==> src/rtl/uart_tx_arbiter.sv <==
// uart_tx_arbiter: round-robin, packet-locked arbiter that shares one UART
// transmitter among NUM_REQ byte streams. A requester keeps the grant from its
// first byte until its last byte has left the UART.
//
// Optional feature macro: UART_ARB_TIMEOUT_EN
//   When defined, an owner that stalls (valid low while holding the grant) for
//   TIMEOUT_CYC cycles loses the grant and oTimeout pulses for one cycle.
//   When undefined, the grant is held indefinitely and oTimeout is tied low.
//
// state | meaning
// ------+-------------------------------------------------------------------
// IDLE  | no owner; scan requesters starting at the round-robin pointer
// LOAD  | owner granted; waiting for its next byte and for the UART to be ready
// WAIT  | byte handed to the UART; holding data until the frame completes

module uart_tx_arbiter #(
  parameter int NUM_REQ     = 4,
  parameter int DATA_W      = 8,
  parameter int TIMEOUT_CYC = 1024
) (
  input  logic                      Clk,
  input  logic                      Rst,
  input  logic [NUM_REQ-1:0]        iReq_Val,
  input  logic [NUM_REQ*DATA_W-1:0] iReq_Data,
  input  logic [NUM_REQ-1:0]        iReq_Last,
  output logic [NUM_REQ-1:0]        oReq_Rdy,
  output logic [NUM_REQ-1:0]        oGrant,
  output logic                      oTx_Val,
  output logic [DATA_W-1:0]         oTx_Data,
  input  logic                      iTx_Rdy,
  input  logic                      iTx_done,
  output logic                      oBusy,
  output logic                      oTimeout
);

  localparam int PTR_W = (NUM_REQ > 1) ? $clog2(NUM_REQ) : 1;

  typedef enum logic [1:0] {
    IDLE = 2'd0,
    LOAD = 2'd1,
    WAIT = 2'd2
  } state_t;

  state_t stateQ, stateD;

  logic [PTR_W-1:0]  ptrQ;
  logic [PTR_W-1:0]  ownerQ;
  logic [PTR_W-1:0]  pickIdx;
  logic [PTR_W-1:0]  nextPtr;
  logic              anyReq;
  logic              ownVal;
  logic              xfer;
  logic              doneHit;
  logic              lastQ;
  logic              txValQ;
  logic              tmoHit;
  logic [DATA_W-1:0] dataQ;
  logic [DATA_W-1:0] ownData;

  if (NUM_REQ < 1 || NUM_REQ > 16 || DATA_W < 1 || TIMEOUT_CYC < 1) begin : gBadParam
    $error("uart_tx_arbiter: parameter out of range");
  end

  assign ownVal  = iReq_Val[ownerQ];
  assign ownData = iReq_Data[ownerQ*DATA_W +: DATA_W];
  assign xfer    = (stateQ == LOAD) && ownVal && iTx_Rdy;
  assign doneHit = (stateQ == WAIT) && iTx_done;
  assign nextPtr = (ownerQ == PTR_W'(NUM_REQ - 1)) ? '0 : ownerQ + 1'b1;

  // Round-robin scan: first valid requester at or after the pointer, wrapping.
  always_comb begin
    anyReq  = 1'b0;
    pickIdx = '0;
    for (int i = 0; i < NUM_REQ; i++) begin
      if (!anyReq && iReq_Val[(int'(ptrQ) + i) % NUM_REQ]) begin
        anyReq  = 1'b1;
        pickIdx = PTR_W'((int'(ptrQ) + i) % NUM_REQ);
      end
    end
  end

`ifdef UART_ARB_TIMEOUT_EN
  localparam int CNT_W = $clog2(TIMEOUT_CYC + 1);

  logic [CNT_W-1:0] tmoCnt;
  logic             timeoutQ;

  // Stall-limit down-counter; terminal count reached while the owner is still idle aborts the grant.
  assign tmoHit = (stateQ == LOAD) && !ownVal && (tmoCnt == '0);

  // Reload outside LOAD and on every transfer, count down only while the owner is stalled.
  always_ff @(posedge Clk or negedge Rst) begin
    if (!Rst) begin
      tmoCnt <= CNT_W'(TIMEOUT_CYC - 1);
    end else if (stateQ != LOAD || xfer) begin
      tmoCnt <= CNT_W'(TIMEOUT_CYC - 1);
    end else if (!ownVal && tmoCnt != '0) begin
      tmoCnt <= tmoCnt - 1'b1;
    end
  end

  // One-cycle abort pulse, coincident with the first IDLE cycle after the abort.
  always_ff @(posedge Clk or negedge Rst) begin
    if (!Rst) begin
      timeoutQ <= 1'b0;
    end else begin
      timeoutQ <= tmoHit;
    end
  end

  assign oTimeout = timeoutQ;
`else
  assign tmoHit   = 1'b0;
  assign oTimeout = 1'b0;
`endif

  // State register.
  always_ff @(posedge Clk or negedge Rst) begin
    if (!Rst) begin
      stateQ <= IDLE;
    end else begin
      stateQ <= stateD;
    end
  end

  // Next-state logic.
  always_comb begin
    stateD = stateQ;
    unique case (stateQ)
      IDLE: if (anyReq) stateD = LOAD;
      LOAD: begin
        if (xfer) begin
          stateD = WAIT;
        end else if (tmoHit) begin
          stateD = IDLE;
        end
      end
      WAIT: if (iTx_done) stateD = lastQ ? IDLE : LOAD;
      default: stateD = IDLE;
    endcase
  end

  // Owner, pointer and captured byte; the pointer only advances when a packet ends.
  always_ff @(posedge Clk or negedge Rst) begin
    if (!Rst) begin
      ownerQ <= '0;
      ptrQ   <= '0;
      dataQ  <= '0;
      lastQ  <= 1'b0;
      txValQ <= 1'b0;
    end else begin
      txValQ <= xfer;
      if (stateQ == IDLE && anyReq) begin
        ownerQ <= pickIdx;
      end
      if (xfer) begin
        dataQ <= ownData;
        lastQ <= iReq_Last[ownerQ];
      end
      if ((doneHit && lastQ) || tmoHit) begin
        ptrQ <= nextPtr;
      end
    end
  end

  // Outputs: grant follows the owner register, ready is gated by UART readiness in LOAD only.
  always_comb begin
    oBusy    = (stateQ != IDLE);
    oGrant   = '0;
    oReq_Rdy = '0;
    if (stateQ != IDLE) begin
      oGrant[ownerQ] = 1'b1;
    end
    if (stateQ == LOAD) begin
      oReq_Rdy[ownerQ] = iReq_Val[ownerQ] & iTx_Rdy;
    end
  end

  assign oTx_Val  = txValQ;
  assign oTx_Data = dataQ;

endmodule

==> config.mk <==
export PLATFORM = sky130hd
export DESIGN_NAME = uart_tx_arbiter
export DESIGN_NICKNAME = d
export VERILOG_FILES = /design/src/rtl/uart_tx_arbiter.sv
export SDC_FILE = /design/constraint.sdc
export NUM_CORES = 1
export LEC_CHECK = 0
export BUFFER_PORTS_ARGS = -buffer_cell sky130_fd_sc_hd__buf_2
export CORE_UTILIZATION = 43
export DETAILED_ROUTE_END_ITERATION = 7
export MAX_ROUTING_LAYER = met4
export PLACE_DENSITY = 0.79
export SYNTH_ARGS = -nofsm -noshare
export SYNTH_HDL_FRONTEND = slang
export SYNTH_SLANG_ARGS = --single-unit
export TNS_END_PERCENT = 5
==> constraint.sdc <==
create_clock -name Clk -period 2.3 [get_ports Clk]
set_input_delay 0.345 -clock Clk [delete_from_list [all_inputs] [get_ports Clk]]
set_output_delay 0.345 -clock Clk [all_outputs]
set_load 0.03 [all_outputs]
Word-level counts from Yosys, hierarchy flattened
Index checks and enable logic that the tools add are counted.
- add/sub/neg operators: 4
- order comparisons: 6
- eq/ne operators: 6
- shifts and indexed selects: 1
- mux-type cells: 33
- bitwise gates (word level): 5
- reductions and logical operators: 18
- operators by type and width (operator ; count):
    32-bit by 6-bit indexed part select with 8-bit output ; 1
    2-bit 2-to-1 mux ; 8
    1-bit 2-to-1 mux ; 15
    1-bit binary-select mux with 2-bit select ; 6
    3-bit by 4-bit < comparator with 1-bit output, second input constant ; 3
    1-bit logical AND ; 9
    4-bit 2-to-1 mux ; 2
    2-bit by 3-bit < comparator with 1-bit output, second input constant ; 2
    2-bit != test, second input constant ; 3
    2-bit case mux with 3 select lines ; 1
    2-bit OR reduction ; 3
    2-bit by 1-bit adder with 2-bit output, second input constant ; 2
    2-bit adder, second input constant ; 2
    4-bit AND ; 1
    2-bit == test, second input constant ; 2
    1-bit AND, first input constant ; 3
    1-bit logical NOT ; 3
    3-bit AND reduction ; 1
    1-bit demux with 2-bit select ; 1
    2-bit by 1-bit == test with 1-bit output, second input constant ; 1
    2-bit by 1-bit >= comparator with 1-bit output, second input constant ; 1
    2-bit logical NOT ; 1
    2-bit nonzero test ; 1
    1-bit AND ; 1
- flip-flop bits (word level): 16
- input port bits: 44
- output and inout bits: 19

Logic depth before layout (Yosys ltp)
Gate-level depths: netlist of run 1.
- word-level depth: 16
- mapped depth: 5
- gate-level depth less buffers: 4

Worst setup path after synthesis of run 1
OpenSTA, ideal clock, no wires.
- path kind: reg2out
- start: reg ownerQ[0]
- end: out oReq_Rdy[0]
- arrival time: 1559 ps
- path slack: 396 ps
- cell stages (with the launch flop): 5
- path buffers: 1
- cell sequence: dfrtp_1 > mux4_2 > nand4b_4 > buf_6 > nor2_1
- longest elaborated chain between the ends: 6
- elaborated cells between the ends (all ways): 10
- classes of those cells: order compare: 2; mux: 5; bitwise: 2; reduce/logical: 1
- RTL lines (element ; RTL line ; text):
    start: declaration ; 47 ; logic [PTR_W-1:0] ownerQ;
    start signal: assignment ; 154 ; ownerQ <= pickIdx;
    2-bit by 3-bit < comparator with 1-bit output (implied by the code) / 2-bit by 1-bit >= comparator with 1-bit output (equally long branches) ; 175 ; oReq_Rdy[ownerQ] = iReq_Val[ownerQ] & iTx_Rdy;
    1-bit logical AND (implied by the code) ; 175 ;
    1-bit 2-to-1 mux (implied by the code) ; 175 ;
    1-bit demux with 2-bit select ; 175 ;
    4-bit AND (no line) * ; -- ;
    4-bit 2-to-1 mux * ; 174 ; if (stateQ == LOAD) begin
    end: declaration ; 26 ; output logic [NUM_REQ-1:0] oReq_Rdy,
Every way passes the cells marked *; elsewhere a longest branch is shown, timed or not. The select of a mux whose other input is x is not followed.

Worst setup path in the final report of run 1
- start: reg ownerQ[0]
- end: out oReq_Rdy[2]
The elaborated chain is that of the path after synthesis.

==> impl_metrics.ini, run 1 <==
[run_status]
status = finished, final reports clean

[layout]
final_cell_mix = 61 x buf_2, 16 x dfrtp_1, 11 x nor2_1
nNetsFinal = 203
drive_gt1_share_pct = 56.49
syn_to_final_growth_pct = 34.41
final_common_cell = buf_2
antenna_cells = 0

[clocking]
postCtsSetupBuffers = 0
cts_root_buffer = clkbuf_4
tritoncts = done
clk_latency_ns = 0.29
cts.sinks = 16
clockBufferDepth = 2
htreeDepth = 1
numCtsBuffers = 3
path_clk_slew_ns = 0.09

[timing]
rsz0062_at_grt = no
drv_slew = 0
post-route-period-util_pct = 91.39
max_freq_mhz = 475.7
tightest_slew_ns = 0.5334
hold_viol_final = 0
hold_ws_ns = 0.2960
fin_setup_tns_ns = 0
post-route-min-period_ns = 2.102
fin_worst_skew_ns = 0.004806
final-setup-viol-count = 0
timing.slew.headroom_pct = 64.11

[synth]
netlist.area_leader.share_pct = 36.82
ys_seq_elements = 16
synth_area_leaders = dfrtp_1 37%, mux4_2 19%, mux2_2 6.2%, mux2_4 5.5%, ha_1 4.6%
synth.net_count = 138
post_synth_instance_area_um2 = 1087
synth_cell_types = 28
netlist_instances = 90
synth_area_leader_cell = dfrtp_1
avgSynthCellArea_um2 = 12.08
ys_seq_area_share_pct = 36.82
synth_warnings = 0

[detailed_routing]
drtPass1Iterations = 4
ant_nets = 0
wl_met2_mm = 1.451
drc_errors = 0
vias = 973
route.met3.wl_um = 133
wl_met1_mm = 1.083
wirelength_mm = 2.719
via_per_inst = 5.346
drtIter0Drc = 9
avgRoutedWirePerCell_um = 14.94
highest_layer = met4

[global_route]
overflow = 0
grt_usage_pct = 20.78
grt_max_degree = 17
grt_pass1_wl_mm = 3.967
grt_antenna_before_repair = 0
grt_pass1_vias = 934

[floorplanning]
fp.dieW_um = 52.29
ios = 63
num_rows = 17
coreArea_um2 = 2297
dieArea_um2 = 2734
die_h_um = 52.29
start_util_pct = 47.33

[pwr]
p_leak_nw = 0.7568
ir_drop_uv = 815.2
power.density_nw_per_um2 = 1211

[setup_path]
worst_ep_required_time_ns = 1.96
critPathCaptureType = output pin
max_stage_delay_ns = 0.41
crit_path_start = ownerQ[0]
crit_chain = mux4_2 > nand4b_4 > nor2_1 > buf_2
crit_arrival_ns = 1.76
worst-path-max-fanout = 15
crit-reg2reg-launch = ownerQ[0]
crit_type = register to output pin
crit_path_start_kind = register
cpMaxStageDelayCell = dfrtp_1

[min_path]
hold_path.class = input port to register
min_from = iTx_done

[placed_design]
dp_hpwl_mm = 2.174
gp_congestion = 0.8673
port-buffer-count = 61

[run]
maxCapViolations = 0
## metal layers
layer | track usage [%] | vias to the layer above
met5 | - | -
met2 | 35.86 | 44
met1 | 23.32 | 471
li1 | - | 453
met4 | 10.53 | 0
met3 | 2.899 | 5
## where the power goes
| group | total (mW) | leakage, nW | internal, mW | switching [mW] |
|---|---|---|---|---|
| combinational | 1.06 | 0.541 | 0.467 | 0.595 |
| clock | 0.189 | 0.0210 | 0.0966 | 0.0924 |
| sequential | 0.518 | 0.195 | 0.415 | 0.103 |
| total | 1.77 | 0.757 | 0.979 | 0.791 |
## per-stage QoR
step	utilization [%]	power (mW)	cell area, µm²	setup WS [ns]	cells
6_report	63.62	1.770	1461	0.1980	182
5_1_grt	63.62	1.877	1461	0.1111	182
4_1_cts	63.62	1.783	1461	0.1768	182
3_5_place_dp	61.60	1.588	1415	0.4617	177
3_3_place_gp	61.60	1.551	1415	0.4930	177
2_1_floorplan	-	1.305	1087	0.3963	90
## sequential cells by signal, indices dropped and copies added (netlist names)
signal,count
oTx_Data,8
ownerQ,2
stateQ,2
oTx_Val,1
ptrQ,2
lastQ,1
## worst paths after layout
| check | endpoint | slack [ns] | cells after the start |
|---|---|---|---|
| max | oReq_Rdy[2] | 0.20 | 4 |
| min | stateQ[1] | 0.30 | 2 |
| max reg2reg | oTx_Data[6] | 0.62 | 3 |
| min reg2reg | oTx_Data[1] | 0.52 | 1 |
| max in group asynchronous | ownerQ[0] | 1.55 | 2 |
| min in group asynchronous | oTx_Data[7] | 0.48 | 2 |
## cells in the mapped netlist
cell type / count
o41ai_1: 1
nand2b_1: 4
o31ai_1: 2
nor4_1: 1
dfrtp_1: 16
buf_6: 1
nand2_1: 2
inv_1: 10
a311oi_1: 1
clkbuf_1: 1
o21ai_0: 3
nand4b_4: 1
conb_1: 1
buf_4: 1
a21oi_1: 3
ha_1: 4
mux2_4: 4
mux4_1: 1
nand3_1: 1
mux2_2: 6
nor2_1: 11
mux2i_1: 1
o21a_1: 1
buf_2: 1
nand4b_1: 1
nor3b_1: 1
nor2b_1: 1
mux4_2: 9
## final cells by class
cell class	instances	area, µm²
Multi-Input combinational cell	60	621.8
Timing Repair Buffer	64	330.3
Sequential cell	16	400.4
Tap cell	28	35.03
Clock buffer	4	36.28
Inverter	10	37.54
Fill cell	188	835.8
## worst max-delay path: cells and delay by family, from the launching register on
kind | cells | cell delay (ns)
flops | 1 | 0.41
mux | 1 | 0.39
buf+inv | 1 | 0.22
simple gates | 2 | 0.45
## cell families (layout without fill, tap and decap cells)
family          count (synthesis)  after routing  share of synthesized area, %
buf+inv                        14             78                         5.984
simple gates                   23             23                         12.08
flops                          16             16                         36.82
mux                            21             21                         33.72
fa+ha+maj                       4              4                         4.603
other cells                     1              1                        0.3449
compound gates                 11             11                         6.444
## timing repair
action,4_1_cts,5_1_grt
resized for setup,0,0
hold buffers,1,0
hold endpoints to repair,16,0
(Power assumes the default switching activity.)
==> run 2, diff against run 1 <==
--- a/config.mk
+++ b/config.mk
@@ -6,10 +6,10 @@
 export NUM_CORES = 1
 export LEC_CHECK = 0
 export BUFFER_PORTS_ARGS = -buffer_cell sky130_fd_sc_hd__buf_2
-export CORE_UTILIZATION = 43
+export CORE_UTILIZATION = 39
 export DETAILED_ROUTE_END_ITERATION = 7
 export MAX_ROUTING_LAYER = met4
-export PLACE_DENSITY = 0.79
+export PLACE_DENSITY = 0.75
 export SYNTH_ARGS = -nofsm -noshare
 export SYNTH_HDL_FRONTEND = slang
 export SYNTH_SLANG_ARGS = --single-unit
==> constraint.sdc (replaced) <==
create_clock -name Clk -period 1.8 [get_ports Clk]
set_input_delay 0.27 -clock Clk [delete_from_list [all_inputs] [get_ports Clk]]
set_output_delay 0.27 -clock Clk [all_outputs]
set_load 0.03 [all_outputs]
==> impl_metrics.ini, run 2 (same netlist as run 1, synthesis figures left out) <==
[run_status]
status = finished with violations
violations = setup timing

[clocking]
tritoncts = done
clockBufferDepth = 2
htreeDepth = 1
clk_latency_ns = 0.29
path_clk_slew_ns = 0.10
cts_root_buffer = clkbuf_4
numCtsBuffers = 3
cts.sinks = 16

[placed_design]
port-buffer-count = 61
pre_cts_slack_ns = 0.07515
gp_congestion = 0.8040
dp_hpwl_mm = 2.282
dp_cells = 179
placed_cell_area_um2 = 1418

[layout]
antenna_cells = 0
final_cells = 187
largest_reg_flops = 8
syn_to_final_growth_pct = 41.43
final_cell_mix = 56 x buf_2, 16 x dfrtp_1, 10 x inv_1
drive_gt1_share_pct = 60.51
nNetsFinal = 206
final_area_um2 = 1538
final_common_cell = buf_2
utilization_pct = 60.42

[timing]
max_freq_mhz = 529.2
setup_slack_ns = -0.08951
post-route-min-period_ns = 1.890
fin_worst_skew_ns = 0.008693
timing.slew.headroom_pct = 62.55
hold_viol_final = 0
post-route-period-util_pct = 105.0
final-setup-viol-count = 9
tightest_slew_ns = 0.5566
rsz0062_at_grt = yes
drv_slew = 0

[pwr]
p_leak_nw = 0.7754
power.density_nw_per_um2 = 1537
ir_drop_uv = 1145

[setup_path]
path_buf_inv = 1
endpoint = oReq_Rdy[2]
rrSetupSlack_ns = -0.04
worstReg2RegEnd = oTx_Data[1]
crit_chain = mux4_2 > nand4b_4 > nor2_2 > buf_6
crit_arrival_ns = 1.62
crit_type = register to output pin
critPathCaptureType = output pin
crit_family = multiplexers
crit_path_start = ownerQ[0]
worst-path-max-fanout = 6
r2r_cells = 5
crit_path_start_kind = register
cp_num_cells = 4
cpMaxStageDelayCell = mux4_2
worst_ep_required_time_ns = 1.53
crit-reg2reg-launch = ownerQ[0]
max_stage_delay_ns = 0.56

[detailed_routing]
via_per_inst = 5.283
drtIter0Drc = 17
drc_errors = 0
vias = 988
wirelength_mm = 2.904
drtPass1Iterations = 4
ant_nets = 0
avgRoutedWirePerCell_um = 15.53

[global_route]
grt_antenna_before_repair = 0
grt_usage_pct = 20.61
grt_pass1_vias = 974
grt_pass1_wl_mm = 4.174
overflow = 0
grt_max_degree = 17

[floorplanning]
ios = 63
start_util_pct = 42.72
coreArea_um2 = 2545
num_rows = 18
die_h_um = 54.80
fp.dieW_um = 54.80
dieArea_um2 = 3003

[run]
maxCapViolations = 0

[min_path]
hold_path.class = input port to register
run 2: changes by cell type in the layout (fill, tap and decap cells not counted):
cell / previous run / this run
buf_4: 2 / 3
buf_2: 61 / 56
nor2_2: 0 / 5
nor2_1: 11 / 6
buf_6: 0 / 7
run 2: power by group:
part	switching (mW)	internal, mW	leakage, nW
sequential	0.139	0.530	0.195
combinational	0.799	0.659	0.559
clock	0.114	0.123	0.0210
run 2: timing repair:
| action | 4_1_cts | 5_1_grt |
|---|---|---|
| setup buffers | 2 | 1 |
| cloned | 0 | 0 |
| setup endpoints to repair | 6 | 9 |
| resized for setup | 4 | 14 |
| hold buffers | 1 | 0 |
| hold endpoints to repair | 16 | 0 |
| pin swaps | 1 | 0 |
run 2: worst register-to-register path, stage by stage (launching register included):
cell      delay (ns)
dfrtp_1         0.40
mux4_2          0.56
nand4b_4        0.18
buf_4           0.13
buf_6           0.12
mux2_2          0.34
run 2: layout make-up:
type	instances	area, µm²
clock buffers	4	36.28
inverters	10	37.54
multi-input cells	60	634.4
fillers	214	1007
flip-flops and latches	16	400.4
well taps	30	37.54
repair buffers	67	391.6
run 2: metal layers:
layer	GRT usage (%)	up-vias	routed length, µm
li1	-	458	-
met5	-	-	0
met3	6.111	2	120
met2	38.76	27	1754
met4	2.991	0	9
met1	21.14	501	1020
run 2: metrics by stage:
step	hold WS [ns]	TNS [ns]	power, mW
after global placement	0.1965	0	1.980
after floorplan	-0.02559	-0.1147	1.667
final	0.2090	-0.4897	2.364
after CTS	0.2105	-0.2926	2.303
after detailed placement	0.2076	0	2.038
after global routing	0.2192	-1.276	2.508
run 2: worst min path at each step:
| stage | cells after the start | from | end |
|---|---|---|---|
| finish | 2 | iTx_done | stateQ[1] |
| CTS | 2 | iTx_done | stateQ[1] |
| detailed placement | 1 | Rst | oTx_Data[0] |
| global placement | 1 | Rst | oTx_Val |
| global route | 2 | iTx_done | stateQ[1] |
| floorplan | 0 | Rst | lastQ |
==> run 3, diff against run 2 <==
--- a/config.mk
+++ b/config.mk
@@ -6,10 +6,12 @@
 export NUM_CORES = 1
 export LEC_CHECK = 0
 export BUFFER_PORTS_ARGS = -buffer_cell sky130_fd_sc_hd__buf_2
-export CORE_UTILIZATION = 39
+export CORE_UTILIZATION = 41
+export CTS_BUF_LIST = sky130_fd_sc_hd__clkbuf_4 sky130_fd_sc_hd__clkbuf_8
 export DETAILED_ROUTE_END_ITERATION = 7
+export HOLD_SLACK_MARGIN = 0.08
 export MAX_ROUTING_LAYER = met4
-export PLACE_DENSITY = 0.75
+export PLACE_DENSITY = 0.79
 export SYNTH_ARGS = -nofsm -noshare
 export SYNTH_HDL_FRONTEND = slang
 export SYNTH_SLANG_ARGS = --single-unit
==> impl_metrics.ini, run 3 (same netlist as run 1, synthesis figures left out) <==
[detailed_routing]
via_per_inst = 5.114
ant_nets = 0
avgRoutedWirePerCell_um = 14.07
vias = 946
drtIter0Drc = 17
drtPass1Iterations = 4
drc_errors = 0
wirelength_mm = 2.603

[timing]
final-setup-viol-count = 6
setup_slack_ns = -0.06427
max_freq_mhz = 536.4
rsz0062_at_grt = yes
post-route-period-util_pct = 103.6
hold_viol_final = 0
drv_slew = 0
post-route-min-period_ns = 1.864
tightest_slew_ns = 0.6388
fin_worst_skew_ns = 0.004091
hold_ws_ns = 0.2078
timing.slew.headroom_pct = 57.02

[setup_path]
worst-path-max-fanout = 5
worst_ep_required_time_ns = 1.53
cpMaxStageDelayCell = mux4_2
crit_family = multiplexers
crit_path_start_kind = register
critPathCaptureType = output pin
path_buf_inv = 1
crit_type = register to output pin
crit_arrival_ns = 1.59
crit_chain = mux4_2 > nand4b_4 > nor2_1 > buf_4
max_stage_delay_ns = 0.55

[clocking]
clk_latency_ns = 0.29
htreeDepth = 1
clockBufferDepth = 2
cts_root_buffer = clkbuf_4
tritoncts = done
path_clk_slew_ns = 0.09
numCtsBuffers = 3
cts.sinks = 16

[pwr]
power.density_nw_per_um2 = 1530
p_leak_nw = 0.7607
power.total_mw = 2.270
ir_drop_uv = 927.8

[global_route]
grt_antenna_before_repair = 0
grtUsageMet1_pct = 25.62
grt_pass1_wl_mm = 4.064
overflow = 0
grt.met3_usage_pct = 2.586
grt-busiest-layer = met2
grt_usage_pct = 20.70
grt_max_degree = 17
use_met2_pct = 33.54
grt_pass1_vias = 882

[layout]
drive_gt1_share_pct = 57.42
nNetsFinal = 204
antenna_cells = 0
final_cell_mix = 57 x buf_2, 16 x dfrtp_1, 10 x inv_1, 10 x nor2_1, 9 x mux4_2
syn_to_final_growth_pct = 36.48
final_common_cell = buf_2
largest_reg_flops = 8
utilization_pct = 59.36

[placed_design]
dp_hpwl_mm = 2.040
gp_congestion = 0.7798
port-buffer-count = 61
pre_cts_slack_ns = 0.1219

[floorplanning]
coreArea_um2 = 2500
dieArea_um2 = 2862
num_rows = 18
ios = 63
start_util_pct = 43.49
die_h_um = 53.50
fp.dieW_um = 53.50

[min_path]
hold_path.class = input port to register

[run_status]
violations = setup timing
status = finished with violations

[run]
maxCapViolations = 0
run 3: changes by cell type in the layout (fill, tap and decap cells not counted):
cell    delta
buf_4      +4
buf_6      -7
nor2_1     +4
nor2_2     -4
buf_2      +1
run 3: final timing paths:
path                        startpoint          end  slack (ns)  depth (start not counted)
min reg2reg                oTx_Data[3]  oTx_Data[3]        0.52                          1
max in group asynchronous          Rst    ownerQ[0]        1.13                          2
max                          ownerQ[0]  oReq_Rdy[2]       -0.06                          4
max reg2reg                  ownerQ[0]  oTx_Data[6]        0.02                          4
min in group asynchronous          Rst  oTx_Data[0]        0.40                          2
min                           iTx_done    stateQ[1]        0.21                          2
run 3: cell type report:
cell class / instances / area [µm²]
multi-input combinational: 60 / 624.3
timing repair buffer: 65 / 347.8
fill: 204 / 1016
sequential: 16 / 400.4
clock buffer: 4 / 36.28
tap: 30 / 37.54
inverter: 10 / 37.54
run 3: what timing repair did:
| item | in CTS | in global routing |
|---|---|---|
| setup endpoints to repair | 6 | 18 |
| gates resized for setup | 4 | 1 |
| endpoints found under the hold margin | 16 | 0 |
| hold buffers | 1 | 0 |
| pin swaps | 1 | 0 |
| setup buffers | 1 | 0 |
run 3: power by group:
group	internal (mW)	total (mW)	switching (mW)
registers	0.530	0.660	0.130
clock network	0.123	0.241	0.117
logic	0.612	1.37	0.757
run 3: metrics by stage:
stage	TNS (ns)	area [µm²]	std cells
after CTS	-0.2996	1481	185
after floorplan	-0.1147	1087	90
after global routing	-1.105	1484	185
final	-0.2534	1484	185
after detailed placement	0	1418	179
after global placement	0	1418	179
run 3: routing by layer:
layer | vias to the layer above | share of wire, %
li1 | 454 | -
met5 | - | 0
met2 | 30 | 53
met3 | 4 | 3.7
met4 | 0 | 2.0
met1 | 458 | 41
